## src/rtl/lsu_bus_if.sv

```systemverilog
// Load/store bus interface: turns controller load/store requests into a req/ack bus transaction,
// stalling the core until done. Optional bus timeout abort is enabled by defining LSU_TIMEOUT_EN.
module lsu_bus_if #(
  parameter int TIMEOUT_CYCLES = 255
) (
  input  logic        clk,
  input  logic        rst,
  input  logic        memwen,
  input  logic        memren,
  input  logic [2:0]  d_mode,
  input  logic [31:0] addr,
  input  logic [31:0] wdata,
  output logic [31:0] rdata,
  output logic        stall,
  output logic        done,
  output logic        misalign,
  output logic        bus_err,
  output logic        bus_req,
  output logic        bus_we,
  output logic [31:0] bus_addr,
  output logic [3:0]  bus_wstrb,
  output logic [31:0] bus_wdata,
  input  logic        bus_ack,
  input  logic [31:0] bus_rdata
);

  typedef enum logic [1:0] {IDLE, REQ, DONE} state_t;

  if (TIMEOUT_CYCLES < 1 || TIMEOUT_CYCLES > 65535) begin : g_bad_timeout
    $error("lsu_bus_if: TIMEOUT_CYCLES must be in 1..65535");
  end

  state_t      state, state_nxt;
  logic        op, start, ack_hit, timeout_hit;
  logic [2:0]  mode, mode_q;
  logic        is_word, is_half, is_byte;
  logic [1:0]  lane, lane_q;
  logic [3:0]  st_strb;
  logic [31:0] st_data, ld_data, rdata_q;
  logic [7:0]  ld_byte;
  logic [15:0] ld_half;

  // Reserved modes 5..7 behave as word accesses.
  assign mode    = (d_mode > 3'd4) ? 3'd0 : d_mode;
  assign is_word = (mode == 3'd0);
  assign is_half = (mode == 3'd1) || (mode == 3'd3);
  assign is_byte = (mode == 3'd2) || (mode == 3'd4);
  assign lane    = addr[1:0];

  assign op       = memwen | memren;
  assign misalign = op && ((is_half && addr[0]) || (is_word && (addr[1:0] != 2'b00)));
  assign start    = (state == IDLE) && op && !misalign;
  assign ack_hit  = (state == REQ) && bus_ack;

  assign stall   = op && !misalign && (state != DONE);
  assign done    = (state == DONE);
  assign bus_req = (state == REQ);
  assign rdata   = misalign ? 32'd0 : rdata_q;

`ifdef LSU_TIMEOUT_EN
  localparam logic [15:0] TO_LAST = 16'(TIMEOUT_CYCLES - 1);
  logic [15:0] to_cnt;
  logic        err_q;

  // The cycle whose increment would reach the limit is the last REQ cycle.
  assign timeout_hit = (state == REQ) && !bus_ack && (to_cnt == TO_LAST);
  assign bus_err     = err_q;

  always_ff @(posedge clk) begin
    if (rst) begin
      to_cnt <= '0;
      err_q  <= 1'b0;
    end else begin
      err_q <= timeout_hit;
      if (start)
        to_cnt <= '0;
      else if ((state == REQ) && !bus_ack)
        to_cnt <= to_cnt + 16'd1;
    end
  end
`else
  assign timeout_hit = 1'b0;
  assign bus_err     = 1'b0;
`endif

  // NOTE: every signal driven in an always_comb gets a default first, so no path leaves it unassigned (no latch).
  always_comb begin
    state_nxt = state;
    unique case (state)
      IDLE:    if (start) state_nxt = REQ;
      REQ:     if (ack_hit || timeout_hit) state_nxt = DONE;
      DONE:    state_nxt = IDLE;
      default: state_nxt = IDLE;
    endcase
  end

  always_comb begin
    st_strb = 4'b1111;
    st_data = wdata;
    if (is_byte) begin
      st_strb = 4'b0001 << lane;
      st_data = {4{wdata[7:0]}};
    end else if (is_half) begin
      st_strb = lane[1] ? 4'b1100 : 4'b0011;
      st_data = {2{wdata[15:0]}};
    end
  end

  // Extraction uses the lane/mode captured at request time, not the live inputs.
  always_comb begin
    ld_half = lane_q[1] ? bus_rdata[31:16] : bus_rdata[15:0];
    unique case (lane_q)
      2'd0:    ld_byte = bus_rdata[7:0];
      2'd1:    ld_byte = bus_rdata[15:8];
      2'd2:    ld_byte = bus_rdata[23:16];
      default: ld_byte = bus_rdata[31:24];
    endcase
    unique case (mode_q)
      3'd1:    ld_data = {{16{ld_half[15]}}, ld_half};
      3'd2:    ld_data = {{24{ld_byte[7]}}, ld_byte};
      3'd3:    ld_data = {16'd0, ld_half};
      3'd4:    ld_data = {24'd0, ld_byte};
      default: ld_data = bus_rdata;
    endcase
  end

  // NOTE: sequential state uses non-blocking (<=) so every register samples pre-edge values.
  always_ff @(posedge clk) begin
    if (rst) begin
      state     <= IDLE;
      bus_we    <= 1'b0;
      bus_addr  <= '0;
      bus_wstrb <= '0;
      bus_wdata <= '0;
      lane_q    <= '0;
      mode_q    <= '0;
      rdata_q   <= '0;
    end else begin
      state <= state_nxt;
      if (start) begin
        bus_we    <= memwen;
        bus_addr  <= {addr[31:2], 2'b00};
        bus_wstrb <= memwen ? st_strb : 4'b0000;
        bus_wdata <= st_data;
        lane_q    <= lane;
        mode_q    <= mode;
      end
      if (ack_hit && !bus_we)
        rdata_q <= ld_data;
      else if (timeout_hit)
        rdata_q <= '0;
    end
  end

endmodule

```

## config.mk

```make
export PLATFORM = sky130hd
export DESIGN_NAME = lsu_bus_if
export DESIGN_NICKNAME = d
export VERILOG_FILES = /design/src/rtl/lsu_bus_if.sv
export SDC_FILE = /design/constraint.sdc
export NUM_CORES = 1
export LEC_CHECK = 0
export BUFFER_PORTS_ARGS = -buffer_cell sky130_fd_sc_hd__buf_2
export CELL_PAD_IN_SITES_DETAIL_PLACEMENT = 0
export CELL_PAD_IN_SITES_GLOBAL_PLACEMENT = 1
export CORE_MARGIN = 2
export CORE_UTILIZATION = 34
export CTS_CLUSTER_DIAMETER = 40
export CTS_CLUSTER_SIZE = 12
export DETAILED_ROUTE_END_ITERATION = 8
export GPL_ROUTABILITY_DRIVEN = 0
export PLACE_DENSITY = 0.86
export SYNTH_ARGS = -nofsm -noshare
export SYNTH_HDL_FRONTEND = slang
export SYNTH_SLANG_ARGS = --single-unit
```

## constraint.sdc

```tcl
create_clock -name clk -period 2.6 [get_ports clk]
set_clock_uncertainty 0.05 [all_clocks]
set_input_delay 0.65 -clock clk [delete_from_list [all_inputs] [get_ports clk]]
set_output_delay 0.65 -clock clk [all_outputs]
set_load 0.02 [all_outputs]
```

# Word-level counts from Yosys, hierarchy flattened

Cells that the tools add are included.

Order comparisons: 1
Eq/ne operators: 15
Shifts and indexed selects: 1
Multiplexer cells: 14
Bitwise operators: 1
Reductions and logical operators: 19

Operator list:

| cell                | number |
|---|---|
| $pmux 32 s4         | 1 |
| $mux 32             | 3 |
| $pmux 8 s3          | 1 |
| $mux 16             | 1 |
| $mux 4              | 4 |
| $eq 3x2->1 const B  | 4 |
| $logic_and 1x1->1   | 9 |
| $eq 3x1->1 const B  | 2 |
| $eq 3x3->1 const B  | 2 |
| $eq 2x1->1 const B  | 2 |
| $eq 2x2->1 const B  | 2 |
| $logic_not 2->1     | 2 |
| $mux 2              | 2 |
| $ne 2x2->1 const B  | 2 |
| $pmux 2 s2          | 1 |
| $shl 1x2->4 const A | 1 |
| $gt 3x3->1 const B  | 1 |
| $logic_not 3->1     | 1 |
| $logic_or 1x1->1    | 3 |
| $mux 3              | 1 |
| $logic_not 1->1     | 2 |
| $ne 2x1->1 const B  | 1 |
| $reduce_and 2->1    | 1 |
| $reduce_bool 2->1   | 1 |
| $or 1x1->1          | 1 |

Bits in registers: 106
Bits of input ports: 104
Output and inout port bits: 106
Word-level logic and storage cells: 59

# Longest topological paths before layout

Gate-level depths: netlist of the first run.

Depth after elaboration: 11
Depth in mapped cells: 8

# Worst setup path before layout of the first run

Ideal clock, no wire load.

Kind: input port to output port
From: input d_mode[2]
To: output rdata[22]
Data arrival time: 2.057 ns
Required time: 1.900 ns
Setup slack: -0.157 ns
Cell stages on the path: 6
Path buffers: 2
Cell sequence: buf_2 xnor2_4 nor2_4 nor3_2 clkbuf_1 nor2b_1

Cells in the longest elaborated chain, start to end: 8

RTL lines:

| item                                            | line | text |
|---|---|---|
| from (decl)                                     | 10   | `input logic [2:0] d_mode,` |
| $gt 3x3->1                                      | 44   | `assign mode = (d_mode > 3'd4) ? 3'd0 : d_mode;` |
| $mux 3 (*)                                      | 44   |  |
| $eq 3x1->1 / $eq 3x2->1 (equally long branches) | 46   | `assign is_half = (mode == 3'd1) \|\| (mode == 3'd3);` |
| $logic_or 1x1->1                                | 46   |  |
| $logic_and 1x1->1                               | 51   | `assign misalign = op && ((is_half && addr[0]) \|\| (is_word && (addr[1:0] != 2'b00)));` |
| $logic_or 1x1->1 (*)                            | 51   |  |
| $logic_and 1x1->1 (*)                           | 51   |  |
| via misalign                                    | 16   | `output logic misalign,` |
| $mux 32 (*)                                     | 58   | `assign rdata = misalign ? 32'd0 : rdata_q;` |
| to (decl)                                       | 13   | `output logic [31:0] rdata,` |

The timed path passes the listed nets; every way through them passes the cells marked *.

# Worst setup path in the final report of the first run

From: input d_mode[2]
To: output rdata[3]

Cells in the longest elaborated chain, start to end: 8

RTL lines:

| item                                            | line |
|---|---|
| $gt 3x3->1                                      | 44 |
| $mux 3 (*)                                      | 44 |
| $eq 3x1->1 / $eq 3x2->1 (equally long branches) | 46 |
| $logic_or 1x1->1                                | 46 |
| $logic_and 1x1->1                               | 51 |
| $logic_or 1x1->1 (*)                            | 51 |
| $logic_and 1x1->1 (*)                           | 51 |
| $mux 32 (*)                                     | 58 |

Mark *: on every way between the ends. The rest lies on a longest branch, timed or not.

==> results.toml, run 1 <==
[power_and_ir_drop]
power.density_nw_per_um2 = 629.9
leakage_uw = 0.002895
peakVddDrop_mv = 0.2734

[worst_setup_path]
worst_path_most_repeated_cell = "buf_2"
cpMaxStageDelayCell = "a21oi_2"
cpPeakStageDelay_ns = 0.25
crit_required_ns = 1.90
crit_fanout = 33
startpoint_type = "input pin"
cp-end-kind = "output pin"
worst-setup-path-type = "input pin to output pin"
crit_arrival_ns = 1.79
reg2reg_from = "state[1]$_SDFFE_PP0P_"
path_cells = "buf_2 -> nand2b_1 -> a21oi_2 -> nor3_4 -> buf_12 -> nor2b_1 -> buf_2"
critPathLaunch = "d_mode[2]"

[clock_tree]
h-tree-depth = 3
post-cts-setup-buffers = 0
postCtsHoldBufs = 0
cts_num_sinks = 106
cts-buffers-inserted = 9
cts.path.max_buffers = 2
clock_latency_ns = 0.35
path_clk_slew_ns = 0.07
clock-root-buffer = "clkbuf_16"
cts_tree = "done"
ctsResizeCount = 0

[timing]
slew_violations = 0
setup_tns_ns = 0
fin_crit_sh = 0.9563
maxClockFrequency_ghz = 0.4022
hold_violations = 0
rsz0062_at_grt = "no"
setup_violations = 0
slew_headroom = 0.4638
worst_pin_slew_ns = 0.8003
period_needed_ns = 2.486

[logic_synthesis]
ys.flop_type = "dfxtp_1"
ys_seq_elements = 106
netlist_instances = 614
syn_avg_cell_area_sq_um = 8.137
synth_top_area_cell = "dfxtp_1"
synth.area.top_cells = "dfxtp_1 (42%), a21oi_1 (10%), nand2_1 (8.0%)"
synthArstFlopShare = 0
synth_compound_area_frac = 0.2730
synth.most_common_cell = "nand2_1"
synth_fa_ha_area_frac = 0
netlist_area_sq_um = 4996
ys_warn_count = 0
synth.distinct_cells = 47
synth_top_family_by_area = "compound AO/OA/AOI/OAI gates"
yosys-top-cells-count = "nand2_1 (107), dfxtp_1 (106), a21oi_1 (101)"
synthXorXnorAreaFrac = 0.01227
synth.mux.area_fraction = 0.05184
synth_edf_count = 0
yosysTopAreaCellShare = 0.4247
ys_seq_area_frac = 0.4247
yosys.area_share.simple = 0.1816

[drt]
drt_iter0_drc = 436
drtAntennaViolNets = 0
vias_per_cell = 5.254
routedWlPerCell_um = 15.99
via_count = 5207
drc_errors = 0
drt-total-wl_um = 15850
first_pass_iters = 5

[cells_and_area]
antenna_cells = 0
nets = 906
syn_to_final_growth_pct = 30.63
design_area_sq_um = 6526
fillers = 1520
layout-drive-gt1-share = 0.3284

[global_route]
track_usage = 0.1988
antenna_found_initial = 0
grt_pass1_vias = 4861
grt_max_degree = 49
gr-total-overflow = 0
grt_pass1_wl_um = 25380

[floorplanning]
start_util = 0.3464
die_area_sq_um = 15680
coreArea_sq_um = 14420
ios = 210
core.rowCount = 44
die_x_um = 125.2
fp.dieH_um = 125.2

[placed_design]
portBuffers = 206
hpwl_um = 11590
placed_area_sq_um = 6241

[hold_path]
hp-start = "bus_addr[19]$_SDFFE_PP0P_"
hold_path.class = "register to register"

[status]
status = "completed"

[job]
maxCapViolations = 0
==> cell type report <==
type,instances,area [sq um],area share
Timing Repair Buffer,230,1249,0.1913
Sequential cell,106,2122,0.3252
Clock buffer,11,242.7,0.03719
Clock inverter,5,38.79,0.005943
Inverter,4,15.01,0.002301
Multi-Input combinational cell,451,2629,0.4028
Tap cell,184,230.2,0.03528
==> registers in the layout, indices dropped and copies added, names as in the netlist <==
signal     count
bus_addr      30
mode_q         3
bus_wstrb      4
bus_wdata     32
rdata_q       32
state          2
lane_q         2
bus_we         1
==> per-layer routing <==
layer | vias to the layer above | GRT usage | routed length, um
met4 | 0 | 0.06797 | 231
li1 | 2553 | - | -
met3 | 18 | 0.06033 | 1523
met2 | 241 | 0.3053 | 6923
met1 | 2395 | 0.2666 | 7168
met5 | - | 0 | 0
==> final timing paths <==
path | end | slack, ns | depth (start not counted)
worst max register to register | rdata_q[12]$_SDFFE_PP0P_ | 0.69 | 5
worst min-delay path | bus_addr[19]$_SDFFE_PP0P_ | 0.40 | 2
worst max-delay path | rdata[3] | 0.11 | 7
worst min register to register | bus_addr[19]$_SDFFE_PP0P_ | 0.40 | 2
==> worst max-delay path, delay by kind of cell <==
| family | cells | cell delay, ns |
|---|---|---|
| AOI/OAI and AO/OA | 1 | 0.25 |
| buffers and inverters | 3 | 0.49 |
| and+or+nand+nor | 3 | 0.39 |
==> stage by stage <==
stage	setup WS (ns)	util	hold slack (ns)	cells	total power [uW]
after global routing	0.002202	0.4525	0.4158	991	4314
final	0.1136	0.4525	0.4024	991	4111
after floorplan	-0.03569	-	0.3878	616	2454
after CTS	0.005179	0.4522	0.4045	991	4143
after global placement	0.07578	0.4327	0.3888	975	2805
after detailed placement	0.007528	0.4327	0.3941	975	2815
==> layout by cell type (no fill, tap or decap), types with 2 or more instances in the layout <==
master      netlist  final
clkbuf_16         0      9
nand3_1           2      2
nor2_1           26     26
a211oi_1          8      8
a222oi_1          2      2
and3_1            2      2
o211ai_1         17     17
buf_4            10     21
o21ai_0          40     40
nand2b_1         12     12
nor3_1            3      3
buf_2            16    206
inv_1             4      4
o22ai_1          22     22
a32o_1            4      4
o21ai_1           4      3
dfxtp_1         106    106
conb_1            1      3
clkinvlp_4        0      3
mux2i_1           9      9
a22o_1            2      2
a311oi_1          8      8
a21oi_1         101    100
a22oi_1          12     12
nor2b_1          37     37
buf_12            0      3
o31ai_1           2      2
nand2_1         107    107
mux2_2            3      3
mux4_2            6      6
==> cell families after synthesis <==
logic type	count (synthesis)
mux	18
simple gates	197
buf+inv	59
flops	106
compound gates	229
other cells	1
xor+xnor	4
==> where the power goes <==
group          leakage, uW  internal (uW)  switching (uW)
clock             0.000130            683             652
combinational      0.00190            369             595
sequential        0.000867           1750            65.3
total              0.00289           2800            1310
(Power assumes the default switching activity.)
==> run 2: changes to the inputs <==
- CTS_CLUSTER_DIAMETER: 40 -> 50
- PLACE_DENSITY: 0.86 -> not set
- PLACE_DENSITY_LB_ADDON: not set -> 0.1
==> results.toml, run 2 (synthesized netlist as in run 1, its figures left out) <==
[cells_and_area]
top_regs = "bus_wdata x32, rdata_q x32, bus_addr x30"
syn_to_final_growth_pct = 33.51
design_area_sq_um = 6670
final_util = 0.4624
nets = 910
antenna_cells = 0
final_common_cell = "buf_2"
layout.cells.non_filler = 995
layout_common_cells = "buf_2 (190), nand2_1 (107), dfxtp_1 (106), a21oi_1 (101), o21ai_0 (40)"
layout-drive-gt1-share = 0.3354

[worst_setup_path]
path_cells = "buf_2 -> nand2b_4 -> a21oi_1 -> buf_4 -> nor3_4 -> buf_12 -> clkbuf_16 -> nor2b_1 -> buf_2"
worst-setup-path-type = "input pin to output pin"
crit_family = "buffers and inverters"
path_buf_inv = 5
worst_path_most_repeated_cell = "buf_2"
cpMaxStageDelayCell = "buf_2"
crit_arrival_ns = 1.85
crit_fanout = 16
startpoint_type = "input pin"
crit_required_ns = 1.90
cp-end-kind = "output pin"
cpPeakStageDelay_ns = 0.17

[drt]
met2_length_um = 7399
drt-total-wl_um = 16400
via_count = 5256
wl_met1_um = 7234
drtAntennaViolNets = 0
drc_errors = 0
drt_iter0_drc = 367
top_layer = "met4"
vias_per_cell = 5.282
wl_met3_um = 1537
first_pass_iters = 5
routedWlPerCell_um = 16.48

[timing]
hold_violations = 0
fin_ws_ns = 0.04773
setup_violations = 0
rsz0062_at_grt = "yes"
slew_violations = 0
slew_headroom = 0.09566
worst_pin_slew_ns = 1.352
fin_crit_sh = 0.9816
maxClockFrequency_ghz = 0.3918
period_needed_ns = 2.552

[hold_path]
hold_path.class = "register to register"

[clock_tree]
path_clk_slew_ns = 0.07
cts_tree = "done"
clock-root-buffer = "clkbuf_16"
h-tree-depth = 3
postCtsHoldBufs = 0
clock_latency_ns = 0.35
cts.path.max_buffers = 2
cts_num_sinks = 106
cts-buffers-inserted = 9

[floorplanning]
die_x_um = 125.2
fp.dieH_um = 125.2
start_util = 0.3464
coreArea_sq_um = 14420
ios = 210
die_area_sq_um = 15680
core.rowCount = 44

[global_route]
grt_max_degree = 79
grt_pass1_wl_um = 25940
antenna_found_initial = 0
track_usage = 0.2031
grt_pass1_vias = 4970
gr-total-overflow = 0

[job]
maxCapViolations = 0

[placed_design]
preCtsSetupSlack_ns = 0.07688
portBuffers = 206
hpwl_um = 11800
placed_area_sq_um = 6261
placed_cells = 976

[power_and_ir_drop]
peakVddDrop_mv = 0.3193
power.density_nw_per_um2 = 632.5
leakage_uw = 0.002956

[status]
status = "completed"
run 2: area by class of cell:
cell class                      instances  area (sq um)
Multi-Input combinational cell        451          2640
Fill cell                            1511          7754
Timing Repair Buffer                  234          1361
Clock buffer                           10         229.0
Sequential cell                       106          2122
Tap cell                              184         230.2
Inverter                                4         15.01
Clock inverter                          6         72.57
run 2: repair_timing:
| item | in CTS | in global routing |
|---|---|---|
| endpoints found under the setup margin | 0 | 20 |
| setup buffers | 0 | 2 |
| resized for setup | 0 | 20 |
run 2: path summary, 6_finish.rpt:
path / endpoint / slack (ns) / start / depth (start not counted)
setup / recovery: rdata[18] / 0.05 / d_mode[2] / 9
hold / removal: bus_wdata[5]$_SDFFE_PP0P_ / 0.40 / bus_wdata[5]$_SDFFE_PP0P_ / 2
setup reg to reg: rdata_q[0]$_SDFFE_PP0P_ / 0.26 / mode_q[1]$_SDFFE_PP0P_ / 5
hold reg to reg: bus_wdata[5]$_SDFFE_PP0P_ / 0.40 / bus_wdata[5]$_SDFFE_PP0P_ / 2
run 2: routing by layer:
metal	track usage	vias up
met1	0.2687	2448
met2	0.3165	232
met3	0.07018	20
li1	-	2556
met5	0	-
met4	0.05621	0
run 2: where the power goes:
group	leakage (uW)	internal, uW	total [uW]	switching, uW
Sequential	0.000867	1750	1810	63.4
Combinational	0.00194	391	1000	611
Clock	0.000149	762	1410	644
run 2: metrics by stage:
step	power (uW)	TNS [ns]	hold WS, ns
2_1_floorplan	2454	-0.3212	0.3878
3_3_place_gp	2805	0	0.3902
3_5_place_dp	2823	0	0.3957
4_1_cts	4242	0	0.4078
5_1_grt	4443	-0.1742	0.4212
6_report	4219	0	0.4046
run 2: tightest hold or removal path: stages, from the launching register on:
cell	delay, ns
dfxtp_1	0.31
nand2_1	0.05
a21oi_1	0.05
==> run 3: changes to the inputs <==
- ABC_AREA: not set -> 1
- CORE_UTILIZATION: 34 -> 33
==> results.toml, run 3 <==
[worst_setup_path]
path_cells = "buf_2 -> nor2_2 -> nand2_2 -> a21boi_2 -> buf_12 -> nor2_1 -> buf_2"
cpPeakStageDelay_ns = 0.24
cp-end-kind = "output pin"
crit_arrival_ns = 1.79
startpoint_type = "input pin"
path_buf_inv = 3
crit_family = "buffers and inverters"
worst_path_most_repeated_cell = "buf_2"
rrSetupSlack_ns = 0.49
crit_required_ns = 1.90
cpMaxStageDelayCell = "nor2_2"
crit_fanout = 33
worst-setup-path-type = "input pin to output pin"

[floorplanning]
fp.dieH_um = 130.1
core.rowCount = 46
coreArea_sq_um = 15710
die_area_sq_um = 16930
die_x_um = 130.1
start_util = 0.3340
ios = 210

[clock_tree]
cts_num_sinks = 106
post-cts-setup-buffers = 0
clock-root-buffer = "clkbuf_16"
postCtsHoldBufs = 0
cts_tree = "done"
h-tree-depth = 3
cts.path.max_buffers = 2
path_clk_slew_ns = 0.07
cts-buffers-inserted = 9
clock_latency_ns = 0.35

[timing]
setup_violations = 0
hold_violations = 0
slew_headroom = 0.4334
setup_tns_ns = 0
slew_violations = 0
maxClockFrequency_ghz = 0.4015
worst_pin_slew_ns = 0.8434
fin_crit_sh = 0.9579
rsz0062_at_grt = "no"
period_needed_ns = 2.490

[logic_synthesis]
ys_warn_count = 0
ys_seq_area_frac = 0.4043
syn_avg_cell_area_sq_um = 6.417
synth_top_area_cell = "dfxtp_1"
synthArstFlopShare = 0
synth.area.top_cells = "dfxtp_1 (40%), nand2_1 (19%), a21oi_1 (8.4%)"
netlist_instances = 818
synth.most_common_cell = "nand2_1"
netlist_area_sq_um = 5249
yosysTopAreaCellShare = 0.4043
ys.flop_type = "dfxtp_1"
synth_edf_count = 0
yosys-top-cells-count = "nand2_1 (267), nor2_1 (109), dfxtp_1 (106)"
synth.distinct_cells = 29
ys_seq_elements = 106

[global_route]
grt_pass1_vias = 5106
gr-total-overflow = 0
track_usage = 0.1974
grt_pass1_wl_um = 26270
antenna_found_initial = 1
grt_max_degree = 72

[placed_design]
portBuffers = 206
hpwl_um = 11950

[status]
status = "completed"

[power_and_ir_drop]
power.density_nw_per_um2 = 649.2
peakVddDrop_mv = 0.3160
leakage_uw = 0.003378

[drt]
via_count = 5564
vias_per_cell = 4.538
first_pass_iters = 4
drc_errors = 0
routedWlPerCell_um = 13.69
drtAntennaViolNets = 0
drt-total-wl_um = 16780
drt_iter0_drc = 246

[cells_and_area]
layout_common_cells = "nand2_1 (266), buf_2 (206), nor2_1 (108), dfxtp_1 (106), a21oi_1 (88)"
nets = 1108
syn_to_final_growth_pct = 30.54
fillers = 1759
final_common_cell = "nand2_1"
seqCellArea_sq_um = 2122
final_util = 0.4361
top_regs = "bus_wdata x32, rdata_q x32, bus_addr x30"
multi_input_area_sq_um = 2638
layout-drive-gt1-share = 0.2646

[job]
maxCapViolations = 0

[hold_path]
hold_path.class = "register to register"
run 3: worst min-delay path: stages (launching register included):
cell	delay, ns
dfxtp_1	0.31
nand2_1	0.06
a21oi_1	0.05
run 3: path summary, 6_finish.rpt:
path	start	end	cells past startpoint
max	d_mode[2]	rdata[17]	7
min	bus_wdata[23]$_SDFFE_PP0P_	bus_wdata[23]$_SDFFE_PP0P_	2
max reg2reg	lane_q[0]$_SDFFE_PP0P_	rdata_q[21]$_SDFFE_PP0P_	6
min reg2reg	bus_wdata[23]$_SDFFE_PP0P_	bus_wdata[23]$_SDFFE_PP0P_	2
run 3: where the power goes:
group          internal, uW  leakage (uW)  total (uW)  switching (uW)
registers              1760      0.000868        1820            65.2
clock network           856      0.000158        1520             666
logic                   382       0.00235        1100             723
run 3: layout make-up:
type,count,share of cell area
multi-input cells,593,0.3850
well taps,216,0.03944
clock buffers,9,0.03287
clock inverters,7,0.01479
flip-flops and latches,106,0.3097
repair buffers,221,0.1779
diodes,1,0.0003652
inverters,73,0.03999
run 3: what timing repair did:
action	CTS	global route
endpoints found under the hold margin	0	0
resized for setup	0	1
endpoints found under the setup margin	0	33
run 3: metrics by stage:
step	cell area, sq um	worst slack, ns	total power (uW)	cells	hold WS (ns)
after global routing	6852	0.009754	4716	1226	0.4270
final	6852	0.1096	4448	1226	0.4113
after global placement	6520	0.1122	2977	1209	0.4005
after floorplan	5256	0.2147	2572	820	0.3953
after CTS	6847	0.06617	4522	1225	0.4146
after detailed placement	6520	0.05736	2977	1209	0.4027
run 3: cells by family after synthesis:
| kind of cell | count (synthesis) | share of synthesized area |
|---|---|---|
| compound gates | 182 | 0.1840 |
| other cells | 1 | 0.0007145 |
| simple gates | 408 | 0.3130 |
| flops | 106 | 0.4043 |
| buf+inv | 121 | 0.09797 |
run 3: per-layer routing:
| layer | routed length (um) | GRT usage | vias to the layer above |
|---|---|---|---|
| met5 | 0 | 0 | - |
| met4 | 259 | 0.05440 | 0 |
| met3 | 1122 | 0.05699 | 20 |
| met2 | 7698 | 0.3234 | 137 |
| met1 | 7699 | 0.2549 | 2466 |
| li1 | - | - | 2941 |
